===== src/rtl/fake_rd_interface.sv =====
`timescale 1ns/1ps
// fake_rd_interface: trigger-started two-line serial frame generator.
// Ports: LOCAL_CLK/RESET (async, high); ENABLE arms the block;
// TRIGGER rising edge starts a frame; ENABLE_XFR marks valid bits on
// SERIAL_OUT0 (word index) and SERIAL_OUT1 (its complement), each word
// sent MSB first and followed by an odd-parity bit.
module fake_rd_interface #(
  parameter int WORD_BITS   = 12,
  parameter int NUM_WORDS   = 16,
  parameter int START_DELAY = 4
) (
  input  logic LOCAL_CLK,
  input  logic RESET,
  input  logic ENABLE,
  input  logic TRIGGER,
  output logic ENABLE_XFR,
  output logic SERIAL_OUT0,
  output logic SERIAL_OUT1
);

  localparam int BW = $clog2(WORD_BITS + 1);
  localparam logic [7:0]    LAST_DLY  = 8'(START_DELAY - 1);
  localparam logic [BW-1:0] LAST_BIT  = BW'(WORD_BITS);
  localparam logic [11:0]   LAST_WORD = 12'(NUM_WORDS - 1);

  typedef enum logic [1:0] {IDLE, DELAY, XFER} state_t;

  state_t        state_q, state_n;
  logic [7:0]    dly_q, dly_n;
  logic [BW-1:0] bit_q, bit_n;
  logic [11:0]   word_q, word_n;

  logic sync1, sync2, prev;
  logic [1:0] vld;
  logic armed;
  logic edge_det;

  // armed only sets once a genuine low level has passed the
  // synchronizer, so a trigger already high at reset release
  // cannot look like a fresh rising edge.
  always_ff @(posedge LOCAL_CLK or posedge RESET) begin
    if (RESET) begin
      sync1 <= 1'b0;
      sync2 <= 1'b0;
      prev  <= 1'b0;
      vld   <= 2'b00;
      armed <= 1'b0;
    end else begin
      sync1 <= TRIGGER;
      sync2 <= sync1;
      prev  <= sync2;
      vld   <= {vld[0], 1'b1};
      if (vld[1] && !sync2)
        armed <= 1'b1;
    end
  end

  assign edge_det = sync2 & ~prev & armed;

  always_comb begin
    state_n = state_q;
    dly_n   = dly_q;
    bit_n   = bit_q;
    word_n  = word_q;
    unique case (state_q)
      IDLE: begin
        if (ENABLE && edge_det) begin
          state_n = DELAY;
          dly_n   = '0;
        end
      end
      DELAY: begin
        if (!ENABLE) begin
          state_n = IDLE;
          dly_n   = '0;
        end else if (dly_q == LAST_DLY) begin
          state_n = XFER;
          dly_n   = '0;
          bit_n   = '0;
          word_n  = '0;
        end else begin
          dly_n = dly_q + 8'd1;
        end
      end
      XFER: begin
        if (!ENABLE) begin
          state_n = IDLE;
          bit_n   = '0;
          word_n  = '0;
        end else if (bit_q == LAST_BIT) begin
          bit_n = '0;
          if (word_q == LAST_WORD) begin
            state_n = IDLE;
            word_n  = '0;
          end else begin
            word_n = word_q + 12'd1;
          end
        end else begin
          bit_n = bit_q + BW'(1);
        end
      end
      default: begin
        state_n = IDLE;
        dly_n   = '0;
        bit_n   = '0;
        word_n  = '0;
      end
    endcase
  end

  // Outputs are computed from the next-state counters and registered,
  // so they change on the same edge as the state they describe.
  logic [WORD_BITS-1:0] data0, data1, sh0, sh1;
  logic xfr_n, s0_n, s1_n;

  always_comb begin
    data0 = WORD_BITS'(word_n);
    data1 = ~data0;
    sh0   = data0 << bit_n;
    sh1   = data1 << bit_n;
    xfr_n = (state_n == XFER);
    s0_n  = 1'b0;
    s1_n  = 1'b0;
    if (xfr_n) begin
      if (bit_n == LAST_BIT) begin
        s0_n = ~^data0;
        s1_n = ~^data1;
      end else begin
        s0_n = sh0[WORD_BITS-1];
        s1_n = sh1[WORD_BITS-1];
      end
    end
  end

  always_ff @(posedge LOCAL_CLK or posedge RESET) begin
    if (RESET) begin
      state_q     <= IDLE;
      dly_q       <= '0;
      bit_q       <= '0;
      word_q      <= '0;
      ENABLE_XFR  <= 1'b0;
      SERIAL_OUT0 <= 1'b0;
      SERIAL_OUT1 <= 1'b0;
    end else begin
      state_q     <= state_n;
      dly_q       <= dly_n;
      bit_q       <= bit_n;
      word_q      <= word_n;
      ENABLE_XFR  <= xfr_n;
      SERIAL_OUT0 <= s0_n;
      SERIAL_OUT1 <= s1_n;
    end
  end

endmodule


===== config.mk =====
export PLATFORM = sky130hd
export DESIGN_NAME = fake_rd_interface
export DESIGN_NICKNAME = d
export VERILOG_FILES = /design/src/rtl/fake_rd_interface.sv
export SDC_FILE = /design/constraint.sdc
export NUM_CORES = 1
export LEC_CHECK = 0
export BUFFER_PORTS_ARGS = -buffer_cell sky130_fd_sc_hd__clkbuf_2
export CAP_MARGIN = 5
export CORE_MARGIN = 2
export CORE_UTILIZATION = 38
export CTS_BUF_LIST = sky130_fd_sc_hd__clkbuf_4 sky130_fd_sc_hd__clkbuf_8 sky130_fd_sc_hd__clkbuf_16
export CTS_CLUSTER_DIAMETER = 100
export DETAILED_ROUTE_END_ITERATION = 10
export PLACE_DENSITY = 0.62
export SYNTH_ARGS = -nofsm -noshare
export SYNTH_HDL_FRONTEND = slang
export SYNTH_SLANG_ARGS = --single-unit

===== constraint.sdc =====
create_clock -name LOCAL_CLK -period 3.7 [get_ports LOCAL_CLK]
set_input_delay 0.185 -clock LOCAL_CLK [delete_from_list [all_inputs] [get_ports LOCAL_CLK]]
set_output_delay 0.185 -clock LOCAL_CLK [all_outputs]
set_load 0.02 [all_outputs]

Word-level counts from Yosys, hierarchy flattened:

Cells that the tools add are included.

* register bits: 35
* input port bits: 4
* output and inout bits: 3
* word-level logic and storage cells: 63

* $add $sub $neg: 3
* equal/unequal tests: 8
* shift-type cells: 2
* multiplexer cells: 26
* bitwise logic cells: 5
* reduce and logical (&&, ||, !) cells: 7

Operators with widths (count)
* 12-bit 2-to-1 mux: 5
* 12-bit one-hot mux with 3 select lines: 1
* 8-bit 2-to-1 mux: 3
* 8-bit one-hot mux with 3 select lines: 1
* 12-bit XNOR reduction: 2
* 12-bit by 4-bit left shift with 12-bit output: 2
* 4-bit 2-to-1 mux: 4
* 12-bit by 1-bit adder with 12-bit output, second input constant: 1
* 12-bit by 4-bit == test with 1-bit output, second input constant: 1
* 2-bit 2-to-1 mux: 6
* 12-bit inverter: 1
* 4-bit one-hot mux with 3 select lines: 1
* 8-bit by 1-bit adder with 8-bit output, second input constant: 1
* 4-bit == test, second input constant: 2
* 8-bit by 2-bit == test with 1-bit output, second input constant: 1
* 2-bit one-hot mux with 3 select lines: 1
* 4-bit by 1-bit adder with 4-bit output, second input constant: 1
* 2-bit == test, second input constant: 2
* 1-bit 2-to-1 mux: 4
* 1-bit bitwise AND: 2
* 2-bit by 1-bit == test with 1-bit output, second input constant: 1
* 1-bit logical AND: 2
* 2-bit zero test: 1
* 2-bit inequality test, second input constant: 1
* other kinds (3): 4

Logic depth before layout (Yosys ltp):

Gate-level depths: netlist of the first run.

* depth in word-level cells: 9
* depth in mapped cells: 11
* depth with buffers taken out: 10

Worst setup path before layout of the first run:

No wires, ideal clock.

* path kind: register to register
* start point: reg bit_q[0]
* end point: reg SERIAL_OUT1
* arrival time: 2.980 ns
* data required time: 3.606 ns
* slack: 0.626 ns
* cell stages (with the launch flop): 11
* path buffers: 1
* period minus slack after synthesis: 3.074 ns
* path through: dfrtp_1 > inv_1 > ha_1 > and3_1 > clkbuf_1 > or3_1 > a31oi_1 > mux4_2 > or2_1 > a32o_1 > a211oi_1

* elaborated cells on any way between the ends: 20
* those cells by class: add/sub: 1; eq/ne: 3; shift: 1; mux: 13; bitwise: 1; reduce/logical: 1

RTL lines
* start, declared: RTL line 30 `logic [BW-1:0] bit_q, bit_n;`
* start signal, assigned: RTL line 147 `bit_q <= bit_n;`
* 4-bit by 1-bit adder with 4-bit output or 4-bit == test (tied branches): RTL line 99, 90
* 4-bit 2-to-1 mux (*): RTL line 90 `end else if (bit_q == LAST_BIT) begin`
* 4-bit 2-to-1 mux (*): RTL line 86 `if (!ENABLE) begin`
* 4-bit one-hot mux with 3 select lines (*): RTL line 65 `unique case (state_q)`
* net bit_n[2]: RTL line 30
* 12-bit by 4-bit left shift with 12-bit output or 4-bit == test (tied branches): RTL line 120, 125
* 1-bit 2-to-1 mux (*): RTL line 125 `if (bit_n == LAST_BIT) begin`
* 1-bit 2-to-1 mux (*): RTL line 124 `if (xfr_n) begin`
* net s1_n: RTL line 114 `logic xfr_n, s0_n, s1_n;`
* end signal, assigned: RTL line 151 `SERIAL_OUT1 <= s1_n;`
* end, declared: RTL line 18 `output logic SERIAL_OUT1`

Mark *: on every way through the listed nets, which the timed path passes. The rest lies on a longest branch.
A chain may end at the register's enable or synchronous reset.

Worst setup path after layout of the first run:

* start point: reg bit_q[1]
* end point: reg SERIAL_OUT0

* longest elaborated chain between the ends: 7
* elaborated cells on any way between the ends: 19
* those cells by class: add/sub: 1; eq/ne: 3; shift: 1; mux: 13; reduce/logical: 1

RTL lines
* 4-bit == test (*): RTL line 90
* 12-bit 2-to-1 mux (*): RTL line 90
* 12-bit 2-to-1 mux (*): RTL line 86
* 12-bit one-hot mux with 3 select lines (*): RTL line 65
* net data0[8]: RTL line 113 `logic [WORD_BITS-1:0] data0, data1, sh0, sh1;`
* 12-bit by 4-bit left shift with 12-bit output or 12-bit XNOR reduction (tied branches): RTL line 119, 126
* 1-bit 2-to-1 mux (*): RTL line 125
* 1-bit 2-to-1 mux (*): RTL line 124
* net s0_n: RTL line 114
* end signal, assigned: RTL line 150 `SERIAL_OUT0 <= s0_n;`
* end, declared: RTL line 17 `output logic SERIAL_OUT0,`

Marked as above.

==> results of run 1 <==
-- critical path, delay by kind of cell (launching register included) --
kind | cells | cell delay, ps
adders and majority gates | 1 | 230
xor gates and xnor gates | 3 | 960
DFF | 1 | 470
AOI/OAI and AO/OA | 2 | 580
buffers and inverters | 1 | 70
and+or+nand+nor | 3 | 1000
-- layer usage --
layer / global-route usage [%] / wire length, um
met5: 0 / 0
met4: 7.368 / 94
met3: 3.750 / 246
met2: 27.78 / 2331
met1: 22.53 / 2128
-- layout make-up --
type | count | area share, %
clock buffer | 6 | 3.228
clock inverter | 2 | 0.5291
inverter | 14 | 2.222
multi-input combinational | 179 | 49.47
sequential | 35 | 37.04
tap | 72 | 3.810
timing repair buffer | 13 | 3.704
-- Yosys cell counts (all sizes together) (2+ instances only) --
master | instances | area (um^2)
dfrtp | 35 | 875.8
o21ai | 26 | 130.1
nand3 | 18 | 90.09
nor2 | 16 | 60.06
nand2 | 15 | 56.30
inv | 14 | 52.55
a31oi | 10 | 62.56
clkbuf | 7 | 26.28
a21oi | 6 | 30.03
and3 | 6 | 37.54
or3 | 6 | 37.54
nand4 | 5 | 31.28
o31ai | 5 | 51.30
ha | 4 | 50.05
nand2b | 4 | 25.02
nor2b | 4 | 25.02
nor3 | 4 | 20.02
nor4 | 4 | 25.02
xnor2 | 4 | 35.03
xor2 | 4 | 35.03
a21o | 3 | 22.52
a211oi | 2 | 15.01
a22oi | 2 | 15.01
a32o | 2 | 20.02
a32oi | 2 | 17.52
and4 | 2 | 17.52
nand3b | 2 | 15.01
o31a | 2 | 17.52
or4 | 2 | 15.01
xnor3 | 2 | 45.04
-- power groups by stage --
stage | logic (mW) | registers (mW) | clock network (mW)
final | 0.110 | 0.415 | 0.279
after detailed placement | 0.108 | 0.423 | 0
after floorplan | 0.0816 | 0.419 | 0
after global routing | 0.124 | 0.419 | 0.312
after CTS | 0.110 | 0.415 | 0.293
after global placement | 0.109 | 0.422 | 0
-- per-stage QoR --
| step | setup WS (ps) | std cells | instance area [um^2] |
|---|---|---|---|
| 2_1_floorplan | 625.6 | 235 | 2125 |
| 6_report | 319.3 | 321 | 2365 |
| 4_1_cts | 344.9 | 321 | 2365 |
| 3_3_place_gp | 459.5 | 311 | 2256 |
| 3_5_place_dp | 394.5 | 311 | 2256 |
| 5_1_grt | 131.4 | 321 | 2365 |
-- cell usage in the layout, fill, tap and decap left out, types with 3 or more instances in the layout --
cell type,instances
clkbuf_2,6
o21ai_0,25
nor4_1,4
nor3_1,4
and3_1,6
dfrtp_1,35
nand2b_1,4
nand3_1,18
or3_1,6
xnor2_1,4
clkbuf_8,5
o31ai_1,4
inv_1,14
nor2_1,16
nor2b_1,4
buf_4,5
nand2_1,15
xor2_1,4
nand4_1,5
a31oi_1,10
ha_1,4
a21oi_1,6
a21o_1,3
-- cell families (layout without fill, tap and decap cells) --
| logic type | after synthesis | after routing |
|---|---|---|
| AO/OA/AOI/OAI | 68 | 68 |
| multiplexers | 3 | 3 |
| other | 1 | 1 |
| flip-flops | 35 | 35 |
| XOR/XNOR | 10 | 10 |
| buffers and inverters | 21 | 35 |
| AND/OR/NAND/NOR | 93 | 93 |
| adder cells (fa/ha/maj) | 4 | 4 |
-- sequential cells by signal, summed over array words and instances, names as in the netlist --
register     count
armed            1
word_q          12
state_q          2
vld              2
dly_q            8
sync1            1
SERIAL_OUT1      1
bit_q            4
prev             1
sync2            1
SERIAL_OUT0      1
ENABLE_XFR       1
-- worst min path at each step --
| stage | startpoint | to | slack (ps) | depth (start not counted) |
|---|---|---|---|---|
| 2_1_floorplan | TRIGGER | sync1 | 220 | 0 |
| 3_3_place_gp | RESET | dly_q[1] | 290 | 3 |
| 3_5_place_dp | RESET | ENABLE_XFR | 290 | 3 |
| 4_1_cts | ENABLE | state_q[0] | 200 | 3 |
| 5_1_grt | ENABLE | state_q[0] | 240 | 3 |
| 6_report | ENABLE | state_q[0] | 210 | 3 |
==> run metrics, run 1 <==
hold_buf cts 2; XOR/XNOR Fraction of Synth Area approximately 5.4%; RR Startpoint bit_q[1]; share of cells above drive strength 1 approximately a tenth; total CTS buffers 5; Max Fanout on Critical Path 11; WL per Instance 14.95 um; Row Count 27; worst slew pin tran between 600 and 700 ps; diodes inserted 0; crit path cell chain inv_1, ha_1, and3_1, and4_1, or3_1, a31oi_1, xor2_1, xnor3_1, xnor3_1, a221oi_2; Switching Share around 27%; Comb pwr share 13.6%; Worst path slowest cell dfrtp_1; Yosys reg bits 35; worst clock skew 8.243 ps; core region area about 5400 um^2; reg-to-reg slack, setup about 320 ps; Reg area just under 900 um^2; dpl hpwl about 3.5 mm; die width between 70 and 80 um; asr flop ratio synth 100.0%; CTS tree built; initial antenna violation count 0; 1st-pass router iterations 4; setup TNS 0 ps; CTS root buf clkbuf_8; CTS clk-pin slew, worst paths 80 ps; Post-Syn Area between 2000 and 2500 um^2; GRT Resource Usage Total roughly 17%; setup violators final 0; Syn Nets 243; post-synthesis mux area share under 10%; Internal roughly 0.59 mW; CTS resizes 0; Max Cap Violations 0; adder-cell share of the synthesized area under 10%; simple-gate share of the synthesized area between 20% and 30%; GP Congestion around 0.86; Psw 0.2188 mW; first-pass GRT wire length 8.307 mm; sequential share of the synthesized area about two fifths; start point of the critical path bit_q[1]; status finished clean; Peak VDD IR ~0.17 mV; CP peak stage delay 470 ps; final net count between 200 and 300; reg2reg path depth 10; Layout fillers between 500 and 600; Mapped Cells 235; fin crit share between 90% and 100%; post-synth cell types 49; arrival time worst endpoint ~3600 ps; multi-input logic area 1170 um^2; Max-slew headroom between 50% and 60%; Post-synth EDFFs 0; Util after Layout a little over two fifths; max-slew violations 0; Tot Pwr roughly 0.8 mW; vias in the first global route 1714; CP Class reg2reg; drt drc 0; sequential power share between 50% and 60%; worst skew pair latency around 290 ps; main combinational cell family by area after synthesis simple AND/OR/NAND/NOR gates; RSZ-0062 raised after global routing no; die area 6205 um^2; largest net degree at the start of global routing 36; Clock power frac 34.7%; endpoints failing hold 0; Initial DRC Count about 160; r2r endpoint SERIAL_OUT0; Leakage slightly above 1 nW; most used cell, CP xnor3_1; vias per std cell roughly 5.8; Synth warnings 0; Initial Util a little under 40%; Period minus WS final 3381 ps; Clock Path Buffers 2; Compound-Gate Fraction of Synth Area between 20% and 30%; postcts setup bufs 0; H-Tree Depth 2; IO Count 7; global route overflow 0; antenna-violating nets left 0; hold_ws 207.6 ps; Top FF cell, synth dfrtp_1; clock sink count 35; power per cell area 340.0 nW/um^2; crit path launch type flip-flop; min-delay worst type in2reg; Data required, critical path 3910 ps; f_max a little under 0.3 GHz; die height roughly 79 um; PortBufs 6; vias between 1.5k and 2k; Mapped Avg Cell Area around 9.0 um^2; Setup crit end SERIAL_OUT0; WL final about 4.8 mm; area grow syn2layout 11.31%; CP Capture Type flip-flop
Power figures use the tool's default switching activity.
==> inputs of run 2 (changes only) <==
- PLACE_DENSITY: 0.62 -> not set
- SLEW_MARGIN: not set -> 40
==> run 2 against run 1 <==
- non-clock buffer count is 1 higher
- combinational power barely moved
- fmax is 0.14% lower
- die area unchanged
- sequential power barely moved
- clock power is essentially flat
- critical endpoint unchanged
- first-iteration DRC count grew 30%
==> run metrics, run 2 (synthesized netlist as in run 1, its figures left out) <==
Leakage 1.021 nW; die height between 70 and 80 um; clock sink count 35; diodes inserted 0; GRT Resource Usage Total between 10% and 20%; worst skew pair latency between 200 and 300 ps; reg2reg path depth 10; Largest Register word_q; min-delay worst type in2reg; drt drc 0; IO Count 7; WL per Instance about 15 um; Initial DRC Count 210; Period minus WS final around 3400 ps; RSZ-0062 raised after global routing no; die area just over 6000 um^2; power per cell area about 340 nW/um^2; largest net degree at the start of global routing 36; most frequent cells in the layout 35 x dfrtp_1, 25 x o21ai_0, 18 x nand3_1; Row Count 27; antenna-violating nets left 0; area grow syn2layout 11.66%; initial antenna violation count 0; max FFs per register 12; worst slew pin tran 668.5 ps; CTS tree built; crit path launch type flip-flop; postcts setup bufs 0; Reg area slightly below 900 um^2; Data required, critical path about 3900 ps; top flop regs word_q (12), dly_q (8), bit_q (4); RR Startpoint bit_q[0]; vias per std cell between 5 and 6; Max Cap Violations 0; vias between 1.5k and 2k; reg-to-reg slack, setup between 300 and 400 ps; GP Congestion around 0.84; Clock Path Buffers 2; hold_buf cts 2; die width about 79 um; core region area ~5400 um^2; Max-slew headroom roughly 55%; commonest non-fill, non-tap cell in the layout dfrtp_1; total CTS buffers 5; setup TNS 0 ps; Worst Slack Setup Final 314.6 ps; CP Capture Type flip-flop; WL final between 4 and 5 mm; Setup crit end SERIAL_OUT0; fin crit share about nine tenths; Max Fanout on Critical Path 11; endpoints failing hold 0; global route overflow 0; CTS clk-pin slew, worst paths around 70 ps; r2r endpoint SERIAL_OUT0; vias in the first global route 1718; dpl hpwl about 3.5 mm; H-Tree Depth 2; arrival time worst endpoint 3580 ps; status finished clean; CTS resizes 0; worst clock skew about 5.7 ps; Setup Slack @ Placement between 300 and 400 ps; Layout fillers ~530; start point of the critical path bit_q[0]; share of cells above drive strength 1 between 10% and 20%; Peak VDD IR about 0.17 mV; 1st-pass router iterations 4; Initial Util 39.06%; setup violators final 0; PortBufs 6; CP Class reg2reg; multi-input logic area 1170 um^2; CTS root buf clkbuf_8; final net count ~260; first-pass GRT wire length ~8.5 mm; max-slew violations 0; f_max a little under 0.3 GHz
==> run 2: metrics by stage <==
step                      hold WS (ps)  power [mW]  area (um^2)  cells  utilization (%)
after CTS                        189.9      0.8191         2372    322            43.62
after global routing             208.7      0.8519         2372    322            43.62
final                            191.8      0.8080         2372    322            43.62
after global placement           292.5      0.5314         2263    312            41.61
after detailed placement         298.1      0.5320         2263    312            41.61
after floorplan                  216.4      0.5003         2125    235                -
==> run 2: cell type report <==
class	count	area share [%]
Timing Repair Buffer	14	4.008
Sequential cell	35	36.92
Multi-Input combinational cell	179	49.31
Clock buffer	7	3.534
Clock inverter	1	0.2110
Tap cell	72	3.797
Inverter	14	2.215
==> run 2: how the worst min path moves through the flow <==
stage,from,to,slack [ps],cells past startpoint
final,ENABLE,state_q[0],190,3
after detailed placement,RESET,ENABLE_XFR,300,3
after global placement,RESET,word_q[11],290,3
after floorplan,TRIGGER,sync1,220,0
after global routing,ENABLE,state_q[0],210,3
after CTS,ENABLE,state_q[0],190,3
==> run 2: layer usage <==
layer  track usage [%]  wire, um  up-vias
met5                 0         0        -
met4             6.140        68        0
met3             3.068       292        5
met2             25.90      2166       56
met1             25.84      2314      873
li1                  -         -      907
==> run 2: worst max-delay path: stages, from the launching register on <==
cell	delay, ps
dfrtp_1	410
inv_1	110
ha_1	260
and3_1	310
and4_1	310
or3_1	370
a31oi_1	330
xor2_1	220
xnor3_1	320
xnor3_1	400
a221oi_2	260
==> run 2: report_power, final <==
part / total [mW] / internal, mW / leakage, nW / switching, mW
clock network: 0.281 / 0.147 / 0.0491 / 0.134
registers: 0.417 / 0.398 / 0.466 / 0.0189
logic: 0.110 / 0.0482 / 0.506 / 0.0615
total: 0.808 / 0.593 / 1.02 / 0.215
==> inputs of run 3 (changes only) <==
- PLACE_DENSITY_LB_ADDON: not set -> 0.3
- clock period: 3.7 -> 4.11 ns (I/O delays scaled with it)
==> run 3 against run 2 <==
- setup slack improved by 430 ps
- total power fell by 8.2%
- register-to-register slack improved by 430 ps
==> run metrics, run 3 (synthesized netlist as in run 1, its figures left out) <==
most used cell, CP xnor3_1; largest net degree at the start of global routing 36; Clock power frac a little over a third; worst slew pin tran about 640 ps; initial antenna violation count 0; H-Tree Depth 2; Switching Share between 20% and 30%; Max Cap Violations 0; CTS clk-pin slew, worst paths roughly 70 ps; PortBufs 6; endpoints failing hold 0; Leakage around 1 nW; Peak VDD IR ~0.22 mV; max-slew violations 0; vias per std cell ~5.7; CTS resizes 0; diodes inserted 0; arrival time worst endpoint about 3600 ps; sequential power share 50.6%; CTS root buf clkbuf_8; CTS tree built; status finished clean; area grow syn2layout 10.60%; WL per Instance 15.29 um; f_max ~0.3 GHz; min-delay worst type in2reg; total CTS buffers 5; commonest non-fill, non-tap cell in the layout dfrtp_1; WHS Path Cells 1; setup TNS 0 ps; clock sink count 35; dpl hpwl 3.510 mm; vias in the first global route ~1.7k; crit path launch type flip-flop; CP Capture Type flip-flop; worst clock skew 3.931 ps; die area approximately 6200 um^2; Row Count 27; GP Congestion a little over 0.8; 1st-pass router iterations 4; Worst Slack Setup Final 740.6 ps; die height a little under 80 um; Tot Pwr 0.7421 mW; fin crit share between 80 and 90%; Initial DRC Count 98; WL final about 4.9 mm; core region area roughly 5400 um^2; RSZ-0062 raised after global routing no; IO Count 7; die width between 70 and 80 um; CP peak stage delay between 400 and 500 ps; Initial Util a little under 40%; Max Fanout on Critical Path 11; most frequent cells in the layout 35 x dfrtp_1, 25 x o21ai_0, 18 x nand3_1; Util after Layout between 40% and 50%; Period minus WS final approximately 3400 ps; reg2reg path depth 10; hold_ws 23.53 ps; GRT Resource Usage Total around 17%; first-pass GRT wire length between 8 and 9 mm; Comb pwr share a little over an eighth; CP Class reg2reg; drt drc 0; Worst path slowest cell dfrtp_1; global route overflow 0; worst skew pair latency just under 300 ps; power per cell area 315.8 nW/um^2; Largest Register word_q; Setup Slack @ Placement just under 800 ps; max FFs per register 12; Max-slew headroom about 57%; Internal between 0.5 and 0.6 mW; final net count approximately 250; Data required, critical path approximately 4300 ps; Clock Path Buffers 2; vias roughly 1.8k; antenna-violating nets left 0; share of cells above drive strength 1 under 10%; Psw just over 0.2 mW; setup violators final 0; crit path cell chain inv_1, ha_1, and3_1, and4_1, or3_1, a31oi_1, xor2_1, xnor3_1, xnor3_1, a221oi_2; top flop regs word_q (12), dly_q (8), bit_q (4)
-- run 3: cell types whose count changed in the layout (fill, tap and decap cells not counted), sizes merged --
cell,before,now
buf,6,3
clkbuf,13,12
clkinvlp,0,1
dlygate4sd3,2,1
-- run 3: routing by layer --
layer	global-route usage (%)	vias up	wire [um]
li1	-	894	-
met1	21.10	889	2200
met2	30.09	31	2433
met3	3.523	5	180
met4	4.737	0	46
met5	0	-	0
-- run 3: repair_timing --
item	CTS	global route
buffers inserted	0	0
hold buffers	1	0
hold endpoints to repair	20	0
-- run 3: critical path: cells and delay by family (launching register included) --
| family | cells | cell delay (ps) |
|---|---|---|
| fa+ha+maj | 1 | 260 |
| simple gates | 3 | 1000 |
| xor+xnor | 3 | 930 |
| compound gates | 2 | 550 |
| flops | 1 | 420 |
| buf+inv | 1 | 110 |
-- run 3: area by class of cell --
class                   count  area (um^2)
flip-flops and latches     35        875.8
fillers                   541         3089
inverters                  14        52.55
multi-input cells         179         1170
clock buffers               6        82.58
well taps                  72        90.09
clock inverters             2        16.27
repair buffers             10        62.56
-- run 3: power groups by stage --
stage | Sequential [mW] | Combinational (mW) | Clock (mW)
floorplan | 0.377 | 0.0734 | 0
global placement | 0.381 | 0.0960 | 0
detailed placement | 0.381 | 0.0961 | 0
CTS | 0.374 | 0.0972 | 0.282
global route | 0.376 | 0.108 | 0.294
finish | 0.375 | 0.0962 | 0.271
-- run 3: stage by stage --
step	cell area, um^2	std cells
2_1_floorplan	2125	235
3_5_place_dp	2241	309
4_1_cts	2350	318
3_3_place_gp	2241	309
6_report	2350	318
5_1_grt	2350	318
-- run 3: path summary, 6_finish.rpt --
check	start	endpoint	slack, ps
worst min register to register	sync1	sync2	350
min in group asynchronous	RESET	dly_q[0]	540
worst min-delay path	TRIGGER	sync1	20
worst max register to register	bit_q[0]	SERIAL_OUT0	740
max in group asynchronous	RESET	word_q[7]	3260
worst max-delay path	bit_q[0]	SERIAL_OUT0	740
